--- config.mk ---
export PLATFORM = sky130hd
export DESIGN_NAME = dma_sysid_check_ctrl
export DESIGN_NICKNAME = d
export VERILOG_FILES = /design/src/rtl/dma_mem_pkg.sv /design/src/rtl/dma_sysid_check_ctrl.sv
export SDC_FILE = /design/constraint.sdc
export NUM_CORES = 1
export LEC_CHECK = 0
export CORE_MARGIN = 1
export CORE_UTILIZATION = 45
export CTS_CLUSTER_DIAMETER = 100
export DETAILED_ROUTE_END_ITERATION = 6
export PLACE_DENSITY = 0.79
export SETUP_SLACK_MARGIN = 0.05
export SYNTH_ARGS = -nofsm -noshare
export SYNTH_HDL_FRONTEND = slang
export SYNTH_SLANG_ARGS = --single-unit
--- constraint.sdc ---
create_clock -name clock -period 2.3 [get_ports clock]
set_input_delay 0.46 -clock clock [delete_from_list [all_inputs] [get_ports clock]]
set_output_delay 0.46 -clock clock [all_outputs]
set_load 0.01 [all_outputs]
--- src/rtl/dma_mem_pkg.sv ---
// Shared definitions for the DMA memory subsystem: sysid checker FSM states,
// sysid register map and the default build-time identity values.
`timescale 1ns/1ps
package dma_mem_pkg;

  typedef enum logic [2:0] {
    ST_IDLE,
    ST_RD_ID,
    ST_RD_TS,
    ST_CHECK,
    ST_GAP,
    ST_DONE
  } sysid_state_t;

  localparam logic        ADDR_ID = 1'b0;
  localparam logic        ADDR_TS = 1'b1;

  localparam logic [31:0] DEFAULT_EXPECTED_ID = 32'd0;
  localparam logic [31:0] DEFAULT_EXPECTED_TS = 32'd1472780459;

endpackage

--- src/rtl/dma_sysid_check_ctrl.sv ---
// Avalon-MM read master that fetches the sysid ID and timestamp words,
// compares them with build-time values and reports pass/mismatch/timeout.
`timescale 1ns/1ps
module dma_sysid_check_ctrl
  import dma_mem_pkg::*;
#(
  parameter logic [31:0] EXPECTED_ID    = DEFAULT_EXPECTED_ID,
  parameter logic [31:0] EXPECTED_TS    = DEFAULT_EXPECTED_TS,
  parameter int unsigned TIMEOUT_CYCLES = 256,
  parameter int unsigned MAX_RETRIES    = 3,
  parameter int unsigned AUTO_START     = 1
) (
  input  logic        clock,
  input  logic        reset,
  input  logic        start,
  output logic        avm_address,
  output logic        avm_read,
  input  logic [31:0] avm_readdata,
  input  logic        avm_waitrequest,
  output logic        busy,
  output logic        done,
  output logic        pass,
  output logic        id_mismatch,
  output logic        ts_mismatch,
  output logic        timeout,
  output logic [31:0] id_value,
  output logic [31:0] ts_value
);

  localparam int unsigned CW = $clog2(TIMEOUT_CYCLES);
  localparam int unsigned RW = (MAX_RETRIES > 0) ? $clog2(MAX_RETRIES + 1) : 1;

  sysid_state_t  state, state_next;
  logic [CW-1:0] to_cnt;
  logic [RW-1:0] retry_cnt;
  logic          pending;

  logic launch;
  logic cap_id;
  logic cap_ts;
  logic stall_last;
  logic abort;
  logic can_retry;

  assign stall_last = avm_waitrequest && (to_cnt == CW'(TIMEOUT_CYCLES - 1));
  assign can_retry  = (retry_cnt < RW'(MAX_RETRIES));

  always_ff @(posedge clock) begin
    if (reset) state <= ST_IDLE;
    else       state <= state_next;
  end

  always_comb begin
    state_next  = state;
    launch      = 1'b0;
    cap_id      = 1'b0;
    cap_ts      = 1'b0;
    abort       = 1'b0;
    avm_read    = 1'b0;
    avm_address = ADDR_ID;
    done        = 1'b0;
    unique case (state)
      ST_IDLE: begin
        if (start || pending) begin
          launch     = 1'b1;
          state_next = ST_RD_ID;
        end
      end
      ST_RD_ID: begin
        avm_read    = 1'b1;
        avm_address = ADDR_ID;
        if (!avm_waitrequest) begin
          cap_id     = 1'b1;
          state_next = ST_RD_TS;
        end else if (stall_last) begin
          abort      = 1'b1;
          state_next = can_retry ? ST_GAP : ST_DONE;
        end
      end
      ST_RD_TS: begin
        avm_read    = 1'b1;
        avm_address = ADDR_TS;
        if (!avm_waitrequest) begin
          cap_ts     = 1'b1;
          state_next = ST_CHECK;
        end else if (stall_last) begin
          abort      = 1'b1;
          state_next = can_retry ? ST_GAP : ST_DONE;
        end
      end
      ST_CHECK: state_next = ST_DONE;
      ST_GAP:   state_next = ST_RD_ID;
      ST_DONE: begin
        done       = 1'b1;
        state_next = ST_IDLE;
      end
      default:  state_next = ST_IDLE;
    endcase
  end

  always_ff @(posedge clock) begin
    if (reset) begin
      pending     <= (AUTO_START != 0);
      busy        <= 1'b0;
      pass        <= 1'b0;
      id_mismatch <= 1'b0;
      ts_mismatch <= 1'b0;
      timeout     <= 1'b0;
      id_value    <= '0;
      ts_value    <= '0;
      to_cnt      <= '0;
      retry_cnt   <= '0;
    end else begin
      if (launch) begin
        pending     <= 1'b0;
        busy        <= 1'b1;
        pass        <= 1'b0;
        id_mismatch <= 1'b0;
        ts_mismatch <= 1'b0;
        timeout     <= 1'b0;
      end

      // Counter only advances on stalled read cycles; any completion or abort rearms it.
      if ((state == ST_RD_ID || state == ST_RD_TS) && avm_waitrequest && !abort)
        to_cnt <= to_cnt + 1'b1;
      else
        to_cnt <= '0;

      if (cap_id) id_value <= avm_readdata;
      if (cap_ts) ts_value <= avm_readdata;

      if (abort) begin
        if (can_retry) begin
          retry_cnt <= retry_cnt + 1'b1;
        end else begin
          timeout <= 1'b1;
          pass    <= 1'b0;
        end
      end

      if (state == ST_CHECK) begin
        id_mismatch <= (id_value != EXPECTED_ID);
        ts_mismatch <= (ts_value != EXPECTED_TS);
        pass        <= (id_value == EXPECTED_ID) && (ts_value == EXPECTED_TS);
      end

      if (state != ST_DONE && state_next == ST_DONE) busy <= 1'b0;
      if (state == ST_DONE) retry_cnt <= '0;
    end
  end

endmodule

==> results by group <==
Pwr
  – Combinational power share: 0.155
  – Clock network fraction of total power: 0.363
  – PwrDens: 701 nW/um^2
  – Power consumption: 3.25 mW
  – Sequential fraction of design power: 0.482
  – Net switching share of the total power: 0.260
  – Static leakage: about 1.6 nW
  – Internal power summed over all cells: 2.40 mW
  – Maximum ir drop on the vdd rail: 0.351 mV
  – Switching power summed over all nets: around 0.84 mW

Clock tree
  – Number of buffers inserted by post-CTS setup repair: 0
  – Source-to-sink clock delay at the later pin of the worst-skew pair: 0.35 ns
  – Number of clock sinks: slightly above 80
  – TritonCTS buffer count: 9
  – Clock edge transition at the registers on the reported setup and hold paths: around 0.08 ns
  – CTS Root Cell: sky130_fd_sc_hd__clkbuf_8
  – Bufs on Longest Clock Path: 2
  – Deepest level of the CTS H-tree: 3
  – CTS tree: yes

Routing
  – Met3 Wirelength: 507 um
  – DRC violations left: 0
  – Initial detailed-routing violation count: ~110
  – Total number of vias: roughly 3100
  – First-pass iteration count of the detailed router: 4
  – Routed length per instance: approximately 15 um
  – Routed length on met2: around 4200 um
  – Via/cell ratio: just over 5
  – Top Layer Used: met4
  – Total detailed-routing wirelength: approximately 8800 um
  – Sum of routed wire segments on met1: slightly below 4000 um
  – Number of antenna-violating nets in the routed design: 0

STA
  – RSZ-0062 raised after global routing: no
  – Final period util: 0.947
  – Setup violators final: 0
  – Pins Over Slew Limit: 0
  – Worst rel slew slack: 0.495
  – Timing-limited maximum frequency: approximately 0.46 GHz
  – Final Hold Fails: 0
  – Time the final worst path needs with I/O delays and setup: 2.18 ns
  – Total negative slack: 0 ns
  – Worst Skew: approximately 0.0083 ns
  – Least-Margin Pin Slew: roughly 0.76 ns

Floorplanning
  – Effective utilization at floorplan: 0.472
  – Die span in y: between 80 and 90 um
  – Ports placed on the boundary: about 110
  – Std cell rows: 30
  – Core Region: 6870 um^2
  – Horizontal die dimension: around 87 um
  – Total Die Area: roughly 7600 um^2

Yosys
  – Post-synth top area cell: sky130_fd_sc_hd__dfxtp_1
  – Top cells by instance count after synthesis: 133 x sky130_fd_sc_hd__nand2_1, 83 x sky130_fd_sc_hd__dfxtp_1, 69 x sky130_fd_sc_hd__a21oi_1, 20 x sky130_fd_sc_hd__clkbuf_1, 14 x sky130_fd_sc_hd__nor2_1
  – Synth Net Count: roughly 440
  – Most frequent cell after synthesis: sky130_fd_sc_hd__nand2_1
  – FFs w/ async S/R, synth: 0
  – Count of unique library cells instantiated by Yosys: 41
  – Average footprint of a synthesized cell: ~8 um^2
  – Proportion of netlist area held by the largest area contributor: 0.512
  – Ys Warns: 0
  – Post-synth top flop: sky130_fd_sc_hd__dfxtp_1
  – Proportion of synthesized chip area in sequential cells: 0.512
  – Syn Std Cell Area: between 3000 and 4000 um^2
  – Post-synthesis cell count: between 400 and 500
  – Top area cells in the synthesized netlist: sky130_fd_sc_hd__dfxtp_1 51%, sky130_fd_sc_hd__nand2_1 15%, sky130_fd_sc_hd__a21oi_1 11%
  – #FFs+latches synth: slightly above 80
  – Number of synthesized flops with an enable pin: 0

Finish
  – Area growth syn-to-layout: 42.6%
  – Final Net Count: 543
  – Antenna cells: 0
  – Non-filler instance count after layout: approximately 610
  – Fraction of final layout cells with drive strength greater than 1: 0.0667

Job
  – Count of maximum capacitance violations: 0

Setup path
  – Crit path DAT: approximately 1.7 ns
  – Slowest CP cell: sky130_fd_sc_hd__dfxtp_1
  – Crit Path Class: flip-flop to primary output
  – Cell family with most CP delay: flip-flops
  – Required time reported for the critical path endpoint: approximately 1.8 ns
  – Startpoint type of the worst setup path: flip-flop
  – Peak per-stage delay on the critical path: roughly 0.54 ns
  – Worst Path Buf+Inv: 1
  – Cells traversed along the worst timing path: xnor2_1 > nor2_1 > clkdlybuf4s50_1
  – Critical Path Fanout Max: 11
  – Type of destination of the critical path: primary output

GRT
  – Gr usage total: 0.238
  – Largest net degree at the start of global routing: 75
  – Number of antenna violations at the first check in global routing: 0
  – Via count of the first global-routing pass: 2820
  – Wire length of the first global-routing pass: approximately 14000 um
  – Total congestion overflow: 0

Place
  – Number of cells in the design after placement: between 500 and 600
  – Post-detailed-placement half-perimeter wirelength: approximately 6200 um
  – Count of buffers inserted at the top-level ports: approximately 110
  – Placer Congestion: between 0.7 and 0.8

Run status
  – Status: completed

Hold path
  – Hold crit path type: primary input to flip-flop
==> final cells by class <==
type | count | area [um^2]
Clock buffer | 11 | 141
Clock inverter | 5 | 85.1
Fill cell | 610 | 2240
Inverter | 4 | 15.0
Multi-Input combinational cell | 291 | 1470
Sequential cell | 83 | 1660
Tap cell | 96 | 120
Timing Repair Buffer | 116 | 1130
==> worst min-delay path, stage by stage <==
cell and delay [ns]:
sky130_fd_sc_hd__buf_2 0.12, sky130_fd_sc_hd__or4_1 0.11, sky130_fd_sc_hd__o21ai_0 0.06
==> stage by stage <==
step | utilization | setup slack, ns | hold slack, ns | instance area [um^2]
finish | 0.674 | 0.122 | 0.446 | 4630
global placement | 0.640 | 0.135 | 0.443 | 4400
CTS | 0.673 | 0.116 | 0.442 | 4630
detailed placement | 0.640 | 0.0872 | 0.454 | 4400
global route | 0.674 | 0.0526 | 0.461 | 4630
floorplan | - | 0.512 | 0.426 | 3250
==> flip-flops by register name (all words and copies together), names as in the netlist <==
signal	flops
id_value	32
pending	1
ts_mismatch	1
id_mismatch	1
pass	1
ts_value	32
state	3
to_cnt	8
timeout	1
retry_cnt	2
busy	1
==> layout by cell type (no fill, tap or decap), types with 5 or more instances in the layout <==
cell type | synthesis | routed
sky130_fd_sc_hd__nand4_1 | 5 | 5
sky130_fd_sc_hd__a21oi_1 | 69 | 69
sky130_fd_sc_hd__clkbuf_8 | 0 | 10
sky130_fd_sc_hd__clkdlybuf4s50_1 | 0 | 106
sky130_fd_sc_hd__buf_4 | 0 | 9
sky130_fd_sc_hd__nand2_1 | 133 | 133
sky130_fd_sc_hd__nor2_1 | 14 | 14
sky130_fd_sc_hd__nor4_1 | 9 | 9
sky130_fd_sc_hd__dfxtp_1 | 83 | 82
==> worst paths after layout <==
kind,start,endpoint,slack [ns],depth (start not counted)
min,reset,pass$_SDFF_PP0_,0.45,3
min reg2reg,to_cnt[0]$_SDFF_PP0_,to_cnt[0]$_SDFF_PP0_,0.46,1
max,state[1]$_SDFF_PP0_,avm_read,0.12,3
max reg2reg,to_cnt[0]$_SDFF_PP0_,retry_cnt[0]$_SDFFE_PP0P_,0.37,6
==> power groups by stage <==
stage                     Sequential, mW  Clock [mW]  Combinational, mW
after floorplan                     1.60           0              0.226
after global placement              1.59           0              0.494
after detailed placement            1.60           0              0.502
after CTS                           1.56        1.20              0.505
after global routing                1.57        1.26              0.543
final                               1.56        1.18              0.503
==> cell families (layout without fill, tap and decap cells) <==
| group | Yosys count | count (layout) | synth area share |
|---|---|---|---|
| buffers and inverters | 31 | 136 | 0.0385 |
| adder cells (fa/ha/maj) | 2 | 2 | 0.00771 |
| XOR/XNOR | 7 | 7 | 0.0189 |
| flip-flops | 83 | 83 | 0.512 |
| AND/OR/NAND/NOR | 198 | 198 | 0.281 |
| AO/OA/AOI/OAI | 84 | 84 | 0.142 |
==> per-layer routing <==
metal | track usage | vias to the layer above
met5 | 0 | -
met4 | 0.0939 | 0
met3 | 0.0654 | 16
met2 | 0.385 | 82
met1 | 0.301 | 1442
li1 | - | 1569
==> repair_timing <==
| action | 4_1_cts | 5_1_grt |
|---|---|---|
| hold buffers | 0 | 0 |
| setup endpoints to repair | 0 | 1 |
| gates resized for setup | 0 | 1 |
(Power assumes the default switching activity.)
==> edit, RTL diff (same flow settings) <==
Change the parameter `MAX_RETRIES` from 3 to 5.
--- a/src/rtl/dma_sysid_check_ctrl.sv
+++ b/src/rtl/dma_sysid_check_ctrl.sv
@@ -8,5 +8,5 @@
   parameter logic [31:0] EXPECTED_TS    = DEFAULT_EXPECTED_TS,
   parameter int unsigned TIMEOUT_CYCLES = 256,
-  parameter int unsigned MAX_RETRIES    = 3,
+  parameter int unsigned MAX_RETRIES    = 5,
   parameter int unsigned AUTO_START     = 1
 ) (
Formal check against the unedited RTL: no difference found for any inputs over 10 cycles, from zero or initial values and one cycle with reset high; that may be too few to reach the edited logic, so the function may still have changed.
==> edit against the original RTL <==
- count of clock-buffer cells in the layout rose by 2
- utilization decreased by 2.1 points
- synthesized area is 3.6% higher
- final area rose by 2.3%
- sequential cell count up 1
- wire length rose by 1.1%
- total power down 2.2%
- setup slack improved by 42 ps
- non-clock buffer count rose by 2
- register-to-register slack better by 90 ps
==> edit: results (changes against the original RTL) <==
Hold depth: 2 (was 3)
Min-delay worst type: register to register (was primary input to register)
Combinational logic power: 589 uW (was 503 uW)
Routability cong.: 0.7663 (was 0.7947)
Seq power: 1.60 mW (was 1.56 mW)
Nets: 554 (was 543)
Ranking of synthesized cells by area: dfxtp_1 (50%), nand2_1 (15%), a21oi_1 (10%) (was dfxtp_1 (51%), nand2_1 (15%), a21oi_1 (11%))
Met3 WL post-DR: 592 um (was 507 um)
Synth top cells by count: nand2_1 (133), dfxtp_1 (84), a21oi_1 (68) (was nand2_1 (133), dfxtp_1 (83), a21oi_1 (69))
Status: complete, no violations (unchanged)
FILL cells: 637 (was 610)
Post-synthesis mux area share: 0.002977 (was 0)
Crit-path max cell delay: 520 ps (was 540 ps)
Adder and majority gate portion of the synthesized area: 0.007443 (was 0.007710)
P_sw: 872.9 uW (was 842.5 uW)
Net Count, Synth: 451 (was 443)
Hold-critical path endpoint: ts_value[12] (was pass)
Post-CTS resize count: 1 (was 0)
Met1 Usage GRT: 0.2905 (was 0.3008)
Number of global-route vias before repair: 2818 (was 2820)
Vias: 3190 (was 3109)
WL/cell: 14.42 um (was 14.59 um)
Leakage: 1.607 nW (was 1.566 nW)
Post-synthesis sequential area ratio: 0.5002 (was 0.5120)
Largest net degree at the start of global routing: 57 (was 75)
End of the worst register-to-register path: pass (was retry_cnt[0])
Fraction of layout cells with a size suffix above 1: 0.08061 (was 0.06667)
DP Wirelength: 6547 um (was 6212 um)
Post-place instance area: 4534 um^2 (was 4399 um^2)
Worst R2R Start: id_value[1] (was to_cnt[0])
Clk root buf: clkbuf_8 (unchanged)
Largest delay contributor family on the critical path: buffers and inverters (was flip-flops)
Initial drt markers: 118 (was 112)
Hold Startpoint: ts_value[12] (was reset)
Met2 Use GR: 0.3916 (was 0.3851)
XOR/XNOR share of the synthesized area: 0.02084 (was 0.01889)
Post-synthesis compound-gate area fraction: 0.1455 (was 0.1419)
Clk_skew: 6.768 ps (was 8.283 ps)
Critical path arrival: 1680 ps (was 1720 ps)
R2r setup slk: 460 ps (was 370 ps)
All-Layer GR Usage: 0.2331 (was 0.2379)
Critical path's slowest cell: clkdlybuf4s50_1 (was dfxtp_1)
Met2 wire length: 4457 um (was 4221 um)
Yosys cell types: 47 (was 41)
First-pass GRT wire length: 13930 um (was 13830 um)
VDD IR max: 0.3755 mV (was 0.3510 mV)
GR Util met3: 0.05224 (was 0.06540)
Crit Path Max Fanout: 7 (was 11)
Critical Path Start: state[0] (was state[1])
==> edit: changes by cell type after synthesis, moves of 3 or more <==
cell      delta
nor4_2       +4
and3_1       +3
nand4b_1     -3
and4b_1      +3
nand3_1      +3
or2_2        -3
nor4_1       -5
==> edit: final cells by class <==
type / count / area [um^2] / share of cell area
clock buffer: 13 / 168.9 / 0.03568
clock inverter: 3 / 20.02 / 0.004228
inverter: 4 / 15.01 / 0.003171
multi-input combinational: 299 / 1573 / 0.3322
sequential: 84 / 1685 / 0.3560
tap: 99 / 123.9 / 0.02616
timing repair buffer: 118 / 1149 / 0.2426
==> edit: through the flow <==
stage	setup slack [ps]	utilization	hold WS, ps	cells	power [mW]
global placement	324.3	0.6252	443.4	604	2.201
global route	75.93	0.6528	496.1	620	3.322
CTS	50.87	0.6514	473.7	620	3.193
floorplan	812.8	-	426.1	413	1.915
detailed placement	277.9	0.6252	457.3	604	2.217
finish	163.4	0.6528	470.6	620	3.173
